`src/rtl/dpll_pkg.sv`:
```
// Shared definitions for the DPLL acquisition/lock sequencer: state encodings,
// counter type and default loop parameters.
package dpll_pkg;

  typedef enum logic [2:0] {
    ST_IDLE    = 3'd0,
    ST_CLEAR   = 3'd1,
    ST_ACQUIRE = 3'd2,
    ST_TRACK   = 3'd3,
    ST_HOLD    = 3'd4
  } dpll_state_e;

  localparam int CNT_W = 16;
  typedef logic [CNT_W-1:0] cnt_t;

  localparam int CLR_CYCLES_DEF = 8;
  localparam int ERR_W_DEF      = 8;
  localparam int WINDOW_DEF     = 4;
  localparam int LOCK_N_DEF     = 16;
  localparam int UNLOCK_N_DEF   = 4;
  localparam int TIMEOUT_N_DEF  = 1024;
  localparam int HOLD_N_DEF     = 8;

  function automatic cnt_t cnt_inc(input cnt_t c);
    return c + cnt_t'(1);
  endfunction

endpackage

```
`src/rtl/dpll_err_meter.sv`:
```
// Saturating per-reference-period phase error meter; emits a registered
// period_valid/period_good pair for each ref_tick it is allowed to judge.
module dpll_err_meter #(
  parameter int ERR_W  = dpll_pkg::ERR_W_DEF,
  parameter int WINDOW = dpll_pkg::WINDOW_DEF
) (
  input  logic clk,
  input  logic reset,
  input  logic clr,
  input  logic ref_tick,
  input  logic pd_lead,
  input  logic pd_lag,
  output logic period_valid,
  output logic period_good
);

  localparam logic [ERR_W-1:0] ERR_MAX = '1;

  logic [ERR_W-1:0] err_cnt_q, err_cnt_d, err_sum;
  logic             valid_q, valid_d, good_q, good_d;

  always_comb begin
    // Lead and lag in the same cycle are one error cycle, not two.
    err_sum = err_cnt_q;
    if ((pd_lead | pd_lag) && (err_cnt_q != ERR_MAX)) begin
      err_sum = err_cnt_q + ERR_W'(1);
    end
    err_cnt_d = err_sum;
    valid_d   = 1'b0;
    good_d    = 1'b0;
    if (clr) begin
      err_cnt_d = '0;
    end else if (ref_tick) begin
      valid_d   = 1'b1;
      good_d    = (int'(err_sum) <= WINDOW);
      err_cnt_d = '0;
    end
  end

  always_ff @(posedge clk or negedge reset) begin
    if (!reset) begin
      err_cnt_q <= '0;
      valid_q   <= 1'b0;
      good_q    <= 1'b0;
    end else begin
      err_cnt_q <= err_cnt_d;
      valid_q   <= valid_d;
      good_q    <= good_d;
    end
  end

  assign period_valid = valid_q;
  assign period_good  = good_q;

endmodule

```
`src/rtl/dpll_lock_ctrl.sv`:
```
// DPLL acquisition/lock sequencer: IDLE -> CLEAR -> ACQUIRE -> TRACK.
// Optional holdover after unlock is enabled by defining DPLL_HOLDOVER_EN.
module dpll_lock_ctrl #(
  parameter int CLR_CYCLES = dpll_pkg::CLR_CYCLES_DEF,
  parameter int ERR_W      = dpll_pkg::ERR_W_DEF,
  parameter int WINDOW     = dpll_pkg::WINDOW_DEF,
  parameter int LOCK_N     = dpll_pkg::LOCK_N_DEF,
  parameter int UNLOCK_N   = dpll_pkg::UNLOCK_N_DEF,
`ifdef DPLL_HOLDOVER_EN
  parameter int HOLD_N     = dpll_pkg::HOLD_N_DEF,
`endif
  parameter int TIMEOUT_N  = dpll_pkg::TIMEOUT_N_DEF
) (
  input  logic       clk,
  input  logic       reset,
  input  logic       start,
  input  logic       ref_tick,
  input  logic       pd_lead,
  input  logic       pd_lag,
  output logic       loop_en,
  output logic       filt_clr,
  output logic       gain_sel,
  output logic       locked,
  output logic       lock_lost,
  output logic       acq_timeout,
  output logic [2:0] state
);
  import dpll_pkg::*;

  dpll_state_e state_q, state_d;
  cnt_t        good_cnt_q, good_cnt_d;
  cnt_t        bad_cnt_q, bad_cnt_d;
  cnt_t        period_cnt_q, period_cnt_d;
  cnt_t        clr_cnt_q, clr_cnt_d;
`ifdef DPLL_HOLDOVER_EN
  cnt_t        hold_cnt_q, hold_cnt_d;
`endif
  logic        loop_en_q, loop_en_d;
  logic        filt_clr_q, filt_clr_d;
  logic        gain_sel_q, gain_sel_d;
  logic        locked_q, locked_d;
  logic        lock_lost_q, lock_lost_d;
  logic        acq_timeout_q, acq_timeout_d;
  logic        meter_clr, period_valid, period_good;

  // Any ref_tick seen while idle or clearing is discarded by the meter.
  assign meter_clr = (state_q == ST_IDLE) || (state_q == ST_CLEAR);

  dpll_err_meter #(
    .ERR_W  (ERR_W),
    .WINDOW (WINDOW)
  ) u_err_meter (
    .clk          (clk),
    .reset        (reset),
    .clr          (meter_clr),
    .ref_tick     (ref_tick),
    .pd_lead      (pd_lead),
    .pd_lag       (pd_lag),
    .period_valid (period_valid),
    .period_good  (period_good)
  );

  always_comb begin
    state_d       = state_q;
    good_cnt_d    = good_cnt_q;
    bad_cnt_d     = bad_cnt_q;
    period_cnt_d  = period_cnt_q;
    clr_cnt_d     = clr_cnt_q;
`ifdef DPLL_HOLDOVER_EN
    hold_cnt_d    = hold_cnt_q;
`endif
    lock_lost_d   = 1'b0;
    acq_timeout_d = 1'b0;

    case (state_q)
      ST_IDLE: begin
        if (start) begin
          state_d   = ST_CLEAR;
          clr_cnt_d = '0;
        end
      end
      ST_CLEAR: begin
        if (clr_cnt_q == cnt_t'(CLR_CYCLES - 1)) begin
          state_d      = ST_ACQUIRE;
          good_cnt_d   = '0;
          period_cnt_d = '0;
        end else begin
          clr_cnt_d = cnt_inc(clr_cnt_q);
        end
      end
      ST_ACQUIRE: begin
        if (period_valid) begin
          period_cnt_d = cnt_inc(period_cnt_q);
          good_cnt_d   = period_good ? cnt_inc(good_cnt_q) : '0;
          // Reaching lock on the very period that would time out wins.
          if (period_good && (cnt_inc(good_cnt_q) == cnt_t'(LOCK_N))) begin
            state_d      = ST_TRACK;
            good_cnt_d   = '0;
            bad_cnt_d    = '0;
            period_cnt_d = '0;
          end else if (cnt_inc(period_cnt_q) == cnt_t'(TIMEOUT_N)) begin
            state_d       = ST_CLEAR;
            clr_cnt_d     = '0;
            good_cnt_d    = '0;
            period_cnt_d  = '0;
            acq_timeout_d = 1'b1;
          end
        end
      end
      ST_TRACK: begin
        if (period_valid) begin
          if (period_good) begin
            bad_cnt_d = '0;
          end else if (cnt_inc(bad_cnt_q) == cnt_t'(UNLOCK_N)) begin
            lock_lost_d  = 1'b1;
            good_cnt_d   = '0;
            bad_cnt_d    = '0;
            period_cnt_d = '0;
`ifdef DPLL_HOLDOVER_EN
            state_d      = ST_HOLD;
            hold_cnt_d   = '0;
`else
            state_d      = ST_ACQUIRE;
`endif
          end else begin
            bad_cnt_d = cnt_inc(bad_cnt_q);
          end
        end
      end
`ifdef DPLL_HOLDOVER_EN
      ST_HOLD: begin
        // Re-acquire from the held integrator value, no filter clear.
        if (period_valid) begin
          if (cnt_inc(hold_cnt_q) == cnt_t'(HOLD_N)) begin
            state_d      = ST_ACQUIRE;
            hold_cnt_d   = '0;
            good_cnt_d   = '0;
            period_cnt_d = '0;
          end else begin
            hold_cnt_d = cnt_inc(hold_cnt_q);
          end
        end
      end
`endif
      default: state_d = ST_IDLE;
    endcase

    if (!start) begin
      state_d       = ST_IDLE;
      good_cnt_d    = '0;
      bad_cnt_d     = '0;
      period_cnt_d  = '0;
      clr_cnt_d     = '0;
`ifdef DPLL_HOLDOVER_EN
      hold_cnt_d    = '0;
`endif
      lock_lost_d   = 1'b0;
      acq_timeout_d = 1'b0;
    end

    loop_en_d  = (state_d == ST_ACQUIRE) || (state_d == ST_TRACK);
    filt_clr_d = (state_d == ST_CLEAR);
    gain_sel_d = (state_d == ST_ACQUIRE);
    locked_d   = (state_d == ST_TRACK);
  end

  always_ff @(posedge clk or negedge reset) begin
    if (!reset) begin
      state_q       <= ST_IDLE;
      good_cnt_q    <= '0;
      bad_cnt_q     <= '0;
      period_cnt_q  <= '0;
      clr_cnt_q     <= '0;
`ifdef DPLL_HOLDOVER_EN
      hold_cnt_q    <= '0;
`endif
      loop_en_q     <= 1'b0;
      filt_clr_q    <= 1'b0;
      gain_sel_q    <= 1'b0;
      locked_q      <= 1'b0;
      lock_lost_q   <= 1'b0;
      acq_timeout_q <= 1'b0;
    end else begin
      state_q       <= state_d;
      good_cnt_q    <= good_cnt_d;
      bad_cnt_q     <= bad_cnt_d;
      period_cnt_q  <= period_cnt_d;
      clr_cnt_q     <= clr_cnt_d;
`ifdef DPLL_HOLDOVER_EN
      hold_cnt_q    <= hold_cnt_d;
`endif
      loop_en_q     <= loop_en_d;
      filt_clr_q    <= filt_clr_d;
      gain_sel_q    <= gain_sel_d;
      locked_q      <= locked_d;
      lock_lost_q   <= lock_lost_d;
      acq_timeout_q <= acq_timeout_d;
    end
  end

  assign loop_en     = loop_en_q;
  assign filt_clr    = filt_clr_q;
  assign gain_sel    = gain_sel_q;
  assign locked      = locked_q;
  assign lock_lost   = lock_lost_q;
  assign acq_timeout = acq_timeout_q;
  assign state       = state_q;

endmodule

```
`config.mk`:
```
export PLATFORM = sky130hd
export DESIGN_NAME = dpll_lock_ctrl
export DESIGN_NICKNAME = d
export VERILOG_FILES = /design/src/rtl/dpll_pkg.sv /design/src/rtl/dpll_err_meter.sv /design/src/rtl/dpll_lock_ctrl.sv
export SDC_FILE = /design/constraint.sdc
export NUM_CORES = 1
export LEC_CHECK = 0
export CORE_ASPECT_RATIO = 1.2
export CORE_MARGIN = 5
export CORE_UTILIZATION = 25
export CTS_CLUSTER_SIZE = 30
export DETAILED_ROUTE_END_ITERATION = 10
export GPL_TIMING_DRIVEN = 0
export PLACE_DENSITY_LB_ADDON = 0.3
export SYNTH_ARGS = -nofsm -noshare
export SYNTH_HDL_FRONTEND = slang
export SYNTH_SLANG_ARGS = --single-unit
```
`constraint.sdc`:
```
create_clock -name clk -period 4.15 [get_ports clk]
set_input_delay 1.0375 -clock clk [delete_from_list [all_inputs] [get_ports clk]]
set_output_delay 1.0375 -clock clk [all_outputs]
set_load 0.005 [all_outputs]
```
==> results of run 1 <==
## cells in the mapped netlist (3+ instances only)
cell and number:
dfrtp_1 83, mux2i_1 7, nand4_1 27, clkbuf_1 20, a22oi_1 4, a211oi_1 11
o22ai_1 15, o31ai_1 28, nor3_1 21, o21ai_0 19, inv_1 18, a22o_1 16
nor2_1 55, nor4_1 12, a21o_1 13, nand3_1 40, buf_1 3, nor2b_1 9
nand2_1 55, and2_1 10, o2bb2ai_1 7, and4_1 5, a2111oi_4 3, a41oi_1 9
buf_2 15, nor3b_1 3, or3_1 10, nand2b_1 6, a21oi_1 9, o21a_1 3
or2_2 3, ha_1 6, xor2_1 7, and3_1 10, a31oi_1 8, or4_1 5
xnor2_1 9
## per-stage QoR
step                      std cells  utilization, %  worst slack (ns)  setup TNS (ns)  hold slack (ns)
after floorplan                 624               -              1.19               0            0.457
after global placement          912            27.5             -1.25         -102.63            0.482
after detailed placement        913            27.6             0.526               0            0.487
after CTS                       927            29.1             0.742               0            0.502
after global routing            927            29.1             0.482               0            0.529
final                           927            29.1             0.731               0            0.500
## worst max-delay path by stage
stage                     cells after the start                        start  slack (ns)                      endpoint
after floorplan                              10    good_cnt_q[0]$_DFFE_PN0P_        1.19      bad_cnt_q[6]$_DFFE_PN0P_
after global placement                        1                        reset       -1.25   period_cnt_q[2]$_DFFE_PN0P_
after detailed placement                      8                        start        0.53  period_cnt_q[14]$_DFFE_PN0P_
after CTS                                     8  period_cnt_q[7]$_DFFE_PN0P_        0.74     clr_cnt_q[11]$_DFFE_PN0P_
after global routing                         11    good_cnt_q[1]$_DFFE_PN0P_        0.48     good_cnt_q[2]$_DFFE_PN0P_
final                                        11    good_cnt_q[0]$_DFFE_PN0P_        0.73     good_cnt_q[2]$_DFFE_PN0P_
## critical path: stages, from the launching register on
cell       delay, ns
dfrtp_1         0.43
ha_1            0.16
buf_2           0.18
nand4_1         0.26
nor3_1          0.43
o21ai_1         0.20
a2111oi_4       0.51
a21o_1          0.16
buf_2           0.25
buf_2           0.34
o31ai_1         0.13
a22o_1          0.25
## flip-flops by register name (all words and copies together), names as in the netlist
name / cells
bad_cnt_q: 16
clr_cnt_q: 16
good_cnt_q: 16
period_cnt_q: 16
u_err_meter.err_cnt_q: 8
state: 3
acq_timeout: 1
filt_clr: 1
gain_sel: 1
lock_lost: 1
locked: 1
loop_en: 1
u_err_meter.period_good: 1
u_err_meter.period_valid: 1
## cells by family (layout without fill, tap and decap cells)
group           count (synthesis)  after routing  synth area share [%]
fa+ha+maj                       6              6                  1.37
compound gates                166            166                  23.7
buf+inv                        57             86                  4.33
xor+xnor                       16             16                  2.56
mux                             9              9                  1.69
simple gates                  286            286                  28.2
flops                          83             83                  38.0
other cells                     1              1                0.0686
## power by group through the flow
stage	registers [mW]	clock network (mW)	logic, mW
after floorplan	0.837	0	0.0392
after global placement	0.840	0	0.0788
after detailed placement	0.839	0	0.0826
after CTS	0.824	0.949	0.0826
after global routing	0.825	0.979	0.0916
final	0.824	0.918	0.0802
## cell type report
type	count	area (um2)	share of cell area (%)
Sequential cell	83	2080	33.0
Clock inverter	5	104	1.65
Inverter	18	67.6	1.07
Buffer	39	169	2.68
Multi-Input combinational cell	484	3150	50.0
Tap cell	274	343	5.44
Clock buffer	9	225	3.57
Timing Repair Buffer	15	165	2.62
## metal layers
metal | up-vias | track usage [%] | wire length, um
li1 | 2425 | - | -
met1 | 2333 | 14.8 | 6720
met2 | 84 | 21.1 | 7360
met3 | 13 | 1.60 | 368
met4 | 0 | 3.77 | 208
met5 | - | 0 | 0
==> impl_metrics.toml, run 1 <==
[run_status]
status = "finished clean"

[synth]
synthArstFlopShare_pct = 100
ys.flop_type = "dfrtp_1"
ys_seq_elements = 83
synth_area_per_cell_um2 = 8.76
synthTopCellsByArea = "dfrtp_1 (38%), o31ai_1 (3.8%), nand2_1 (3.8%), nor2_1 (3.8%), nand3_1 (3.7%)"
synth_area_mm2 = 0.00546
ys_seq_area_share_pct = 38.0
synth_top_area_share_pct = 38.0
yosysUniqueCellTypes = 68
synth_nets = 636
synth_area_leader_cell = "dfrtp_1"
synthesis.instances = 624
synth_warnings = 0
synth_edf_count = 0

[placed_design]
io_buffers = 14
placed_area_mm2 = 0.00597
dpl.hpwl_mm = 10.4
gp_congestion = 0.804

[sta]
fin_crit_sh_pct = 82.4
slew_headroom_pct = 44.3
fin_skew_ns = 0.0123
slew_viol_final = 0
tightestPinTransition_ns = 0.836
fmax_mhz = 292
finalHoldViolations = 0
setup-violations-final = 0
fin_crit_ns = 3.42
rsz0062_at_grt = "false"

[global_routing]
grt_pass1_wl_mm = 24.7
antenna_found_initial = 0
grt_max_degree = 61
first_global_vias = 4729
grt_overflow = 0
grt_usage_pct = 11.8

[drt]
first_pass_iters = 7
viasPerCell = 5.24
drcViolationCount = 0
vias = 4855
wl_per_cell_um = 15.8
drt-total-wl_mm = 14.7
drt_iter0_drc = 305
ant_nets = 0

[die]
fp.dieArea_mm2 = 0.0249
io_pins = 15
num_rows = 59
dieWidth_um = 145
die_y_um = 172
core_area_mm2 = 0.0216
initial_core_util_pct = 25.3

[cells_and_area]
num-fill-cells = 2271
n_antenna_cell = 0
area_growth_pct = 15.3
fin_nets = 662
final_common_cell = "dfrtp_1"
stdcell_area_mm2 = 0.00630
final_cell_mix = "dfrtp_1 (83), nand2_1 (55), nor2_1 (55), nand3_1 (40), o31ai_1 (28)"
drive_gt1_share_pct = 8.12

[critical_path]
critPathRequiredTime_ns = 4.37
r2r_end = "good_cnt_q[2]$_DFFE_PN0P_"
rr_worst_depth = 11
reg2reg_from = "good_cnt_q[0]$_DFFE_PN0P_"
critical_path_class = "flop to flop"
r2r_setup_slack_ns = 0.73
cp_data_arrival_time_ns = 3.64
endpoint_kind = "flop"
critPathLaunchType = "flop"
critPathMaxFanout = 10

[clock_network]
ctsResizeCount = 0
clk_pin_slew_worst_paths_ns = 0.06
cts_tree = "done"
post-cts-setup-buffer-count = 0
clk_path_buf_depth = 2
cts_num_sinks = 83
cts_buffers = 9
cts_hold_buf = 0
cts-htree-levels = 3
cts-root-buf = "clkbuf_16"
insertion_delay_ns = 0.34

[power_and_ir_drop]
switchingPower_uw = 399
max-vdd-ir-drop_mv = 0.165
power_frac_clock_pct = 50.4
power.internal_mw = 1.42
p_leak_nw = 2.56
p_per_area_mw_per_mm2 = 289
pwr-share-comb_pct = 4.4
p_sw_share_pct = 21.9
fin_total_pwr_mw = 1.82
seq_power_share_pct = 45.2

[job]
cap_violations = 0

[min_path]
hp-class = "flop to flop"
hold_path.startpoint = "period_cnt_q[15]$_DFFE_PN0P_"
min_path_cells = 2
holdPathEnd = "period_cnt_q[15]$_DFFE_PN0P_"
Power figures use the tool's default switching activity.
==> run 2: changes to the inputs <==
Clock period 4.15 ns to 3.4 ns, I/O delays scaled along.
==> run 2 against run 1 <==
Design area up 1.1%; flip-flop and latch count unchanged; die area stayed put; critical path type unchanged.
==> impl_metrics.toml, run 2 (synthesis gave the netlist of run 1 again) <==
[drt]
wl_per_cell_um = 15.8
vias = 4887
drt_iter0_drc = 292
ant_nets = 0
drcViolationCount = 0
drt-total-wl_mm = 14.7
first_pass_iters = 5
viasPerCell = 5.25

[global_routing]
first_global_vias = 4735
grt_overflow = 0
grt_pass1_wl_mm = 24.7
grt_max_degree = 61
antenna_found_initial = 0
grt_usage_pct = 11.8

[sta]
slew_viol_final = 0
fin_skew_ns = 0.0127
worst_slack_ns = 0.166
setup-violations-final = 0
tightestPinTransition_ns = 0.822
slew_headroom_pct = 45.2
fmax_mhz = 309
fin_crit_sh_pct = 95.1
finalHoldViolations = 0
fin_crit_ns = 3.23

[placed_design]
place_ws_ns = -0.0368
dpl.hpwl_mm = 10.4
io_buffers = 14
gp_congestion = 0.804

[power_and_ir_drop]
fin_total_pwr_mw = 2.23
max-vdd-ir-drop_mv = 0.204
p_per_area_mw_per_mm2 = 350
p_leak_nw = 2.60

[die]
die_y_um = 172
core_area_mm2 = 0.0216
io_pins = 15
initial_core_util_pct = 25.3
fp.dieArea_mm2 = 0.0249
num_rows = 59
dieWidth_um = 145

[clock_network]
cts-root-buf = "clkbuf_16"
cts_buffers = 9
clk_path_buf_depth = 2
cts_tree = "done"
cts-htree-levels = 3
cts_num_sinks = 83
insertion_delay_ns = 0.34
cts_hold_buf = 0
clk_pin_slew_worst_paths_ns = 0.07

[critical_path]
critPathLaunchType = "flop"
reg2reg_from = "good_cnt_q[0]$_DFFE_PN0P_"
r2r_setup_slack_ns = 0.17
critPathRequiredTime_ns = 3.65
cp_data_arrival_time_ns = 3.48
rr_worst_depth = 10
r2r_end = "bad_cnt_q[6]$_DFFE_PN0P_"
critPathMaxFanout = 10
critical_path_class = "flop to flop"
endpoint_kind = "flop"

[min_path]
hp-class = "input pin to async pin"

[cells_and_area]
drive_gt1_share_pct = 9.60
final_common_cell = "dfrtp_1"
area_growth_pct = 16.6
n_antenna_cell = 0
final_cell_mix = "dfrtp_1 (81), nand2_1 (55), nor2_1 (55), nand3_1 (40), o31ai_1 (28)"
fin_nets = 665

[run_status]
status = "finished clean"

[job]
cap_violations = 0
[run 2: cell count changes in the layout (fill, tap and decap cells not counted), sizes merged]
cell / previous run / this run
clkbuf: 29 / 30
buf: 21 / 23
[run 2: layout make-up]
cell class | count | area, um2
Inverter | 18 | 67.6
Fill cell | 2263 | 15300
Multi-Input combinational cell | 484 | 3190
Timing Repair Buffer | 18 | 188
Clock inverter | 5 | 104
Clock buffer | 9 | 225
Buffer | 39 | 171
Sequential cell | 83 | 2080
Tap cell | 274 | 343
[run 2: timing repair]
| item | in CTS | in global routing |
|---|---|---|
| buffers inserted | 0 | 3 |
| setup endpoints to repair | 2 | 45 |
| resized for setup | 1 | 9 |
| pin swaps | 0 | 1 |
[run 2: worst max-delay path, stage by stage, from the launching register on]
cell and delay [ns]:
dfrtp_2 0.44, ha_1 0.19, buf_2 0.16, nand4_1 0.16
nor3_1 0.10, or4_4 0.45, a2111oi_4 0.49, a21oi_2 0.14
or4_1 0.51, buf_2 0.21, o41ai_2 0.28
[run 2: worst max-delay path by stage]
| stage | slack (ns) | endpoint | startpoint |
|---|---|---|---|
| floorplan | 0.44 | bad_cnt_q[6]$_DFFE_PN0P_ | good_cnt_q[0]$_DFFE_PN0P_ |
| global placement | -1.81 | period_cnt_q[2]$_DFFE_PN0P_ | reset |
| detailed placement | -0.04 | period_cnt_q[14]$_DFFE_PN0P_ | start |
| CTS | 0.004 | bad_cnt_q[6]$_DFFE_PN0P_ | good_cnt_q[0]$_DFFE_PN0P_ |
| global route | -0.01 | bad_cnt_q[6]$_DFFE_PN0P_ | good_cnt_q[0]$_DFFE_PN0P_ |
| finish | 0.17 | bad_cnt_q[6]$_DFFE_PN0P_ | good_cnt_q[0]$_DFFE_PN0P_ |
[run 2: through the flow]
step / setup TNS, ns / hold WS (ns) / cells / cell area [um2] / util, %
detailed placement: -0.0368 / 0.487 / 913 / 5970 / 27.6
floorplan: 0 / 0.457 / 624 / 5460 / -
global placement: -149.50 / 0.482 / 912 / 5950 / 27.5
CTS: 0 / 0.406 / 927 / 6300 / 29.1
global route: -0.0127 / 0.419 / 930 / 6370 / 29.5
finish: 0 / 0.398 / 930 / 6370 / 29.5
[run 2: metal layers]
| layer | up-vias | global-route usage [%] | wire [um] | part of all wire (%) |
|---|---|---|---|---|
| met3 | 13 | 1.60 | 396 | 2.7 |
| met1 | 2359 | 14.7 | 6680 | 45 |
| met2 | 81 | 21.1 | 7450 | 51 |
| met4 | 0 | 3.77 | 189 | 1.3 |
| li1 | 2434 | - | - | - |
| met5 | - | 0 | 0 | 0 |
[run 2: where the power goes]
part | switching, mW | total (mW) | internal [mW]
combinational | 0.0660 | 0.0980 | 0.0320
clock | 0.414 | 1.12 | 0.710
sequential | 0.0105 | 1.01 | 0.995
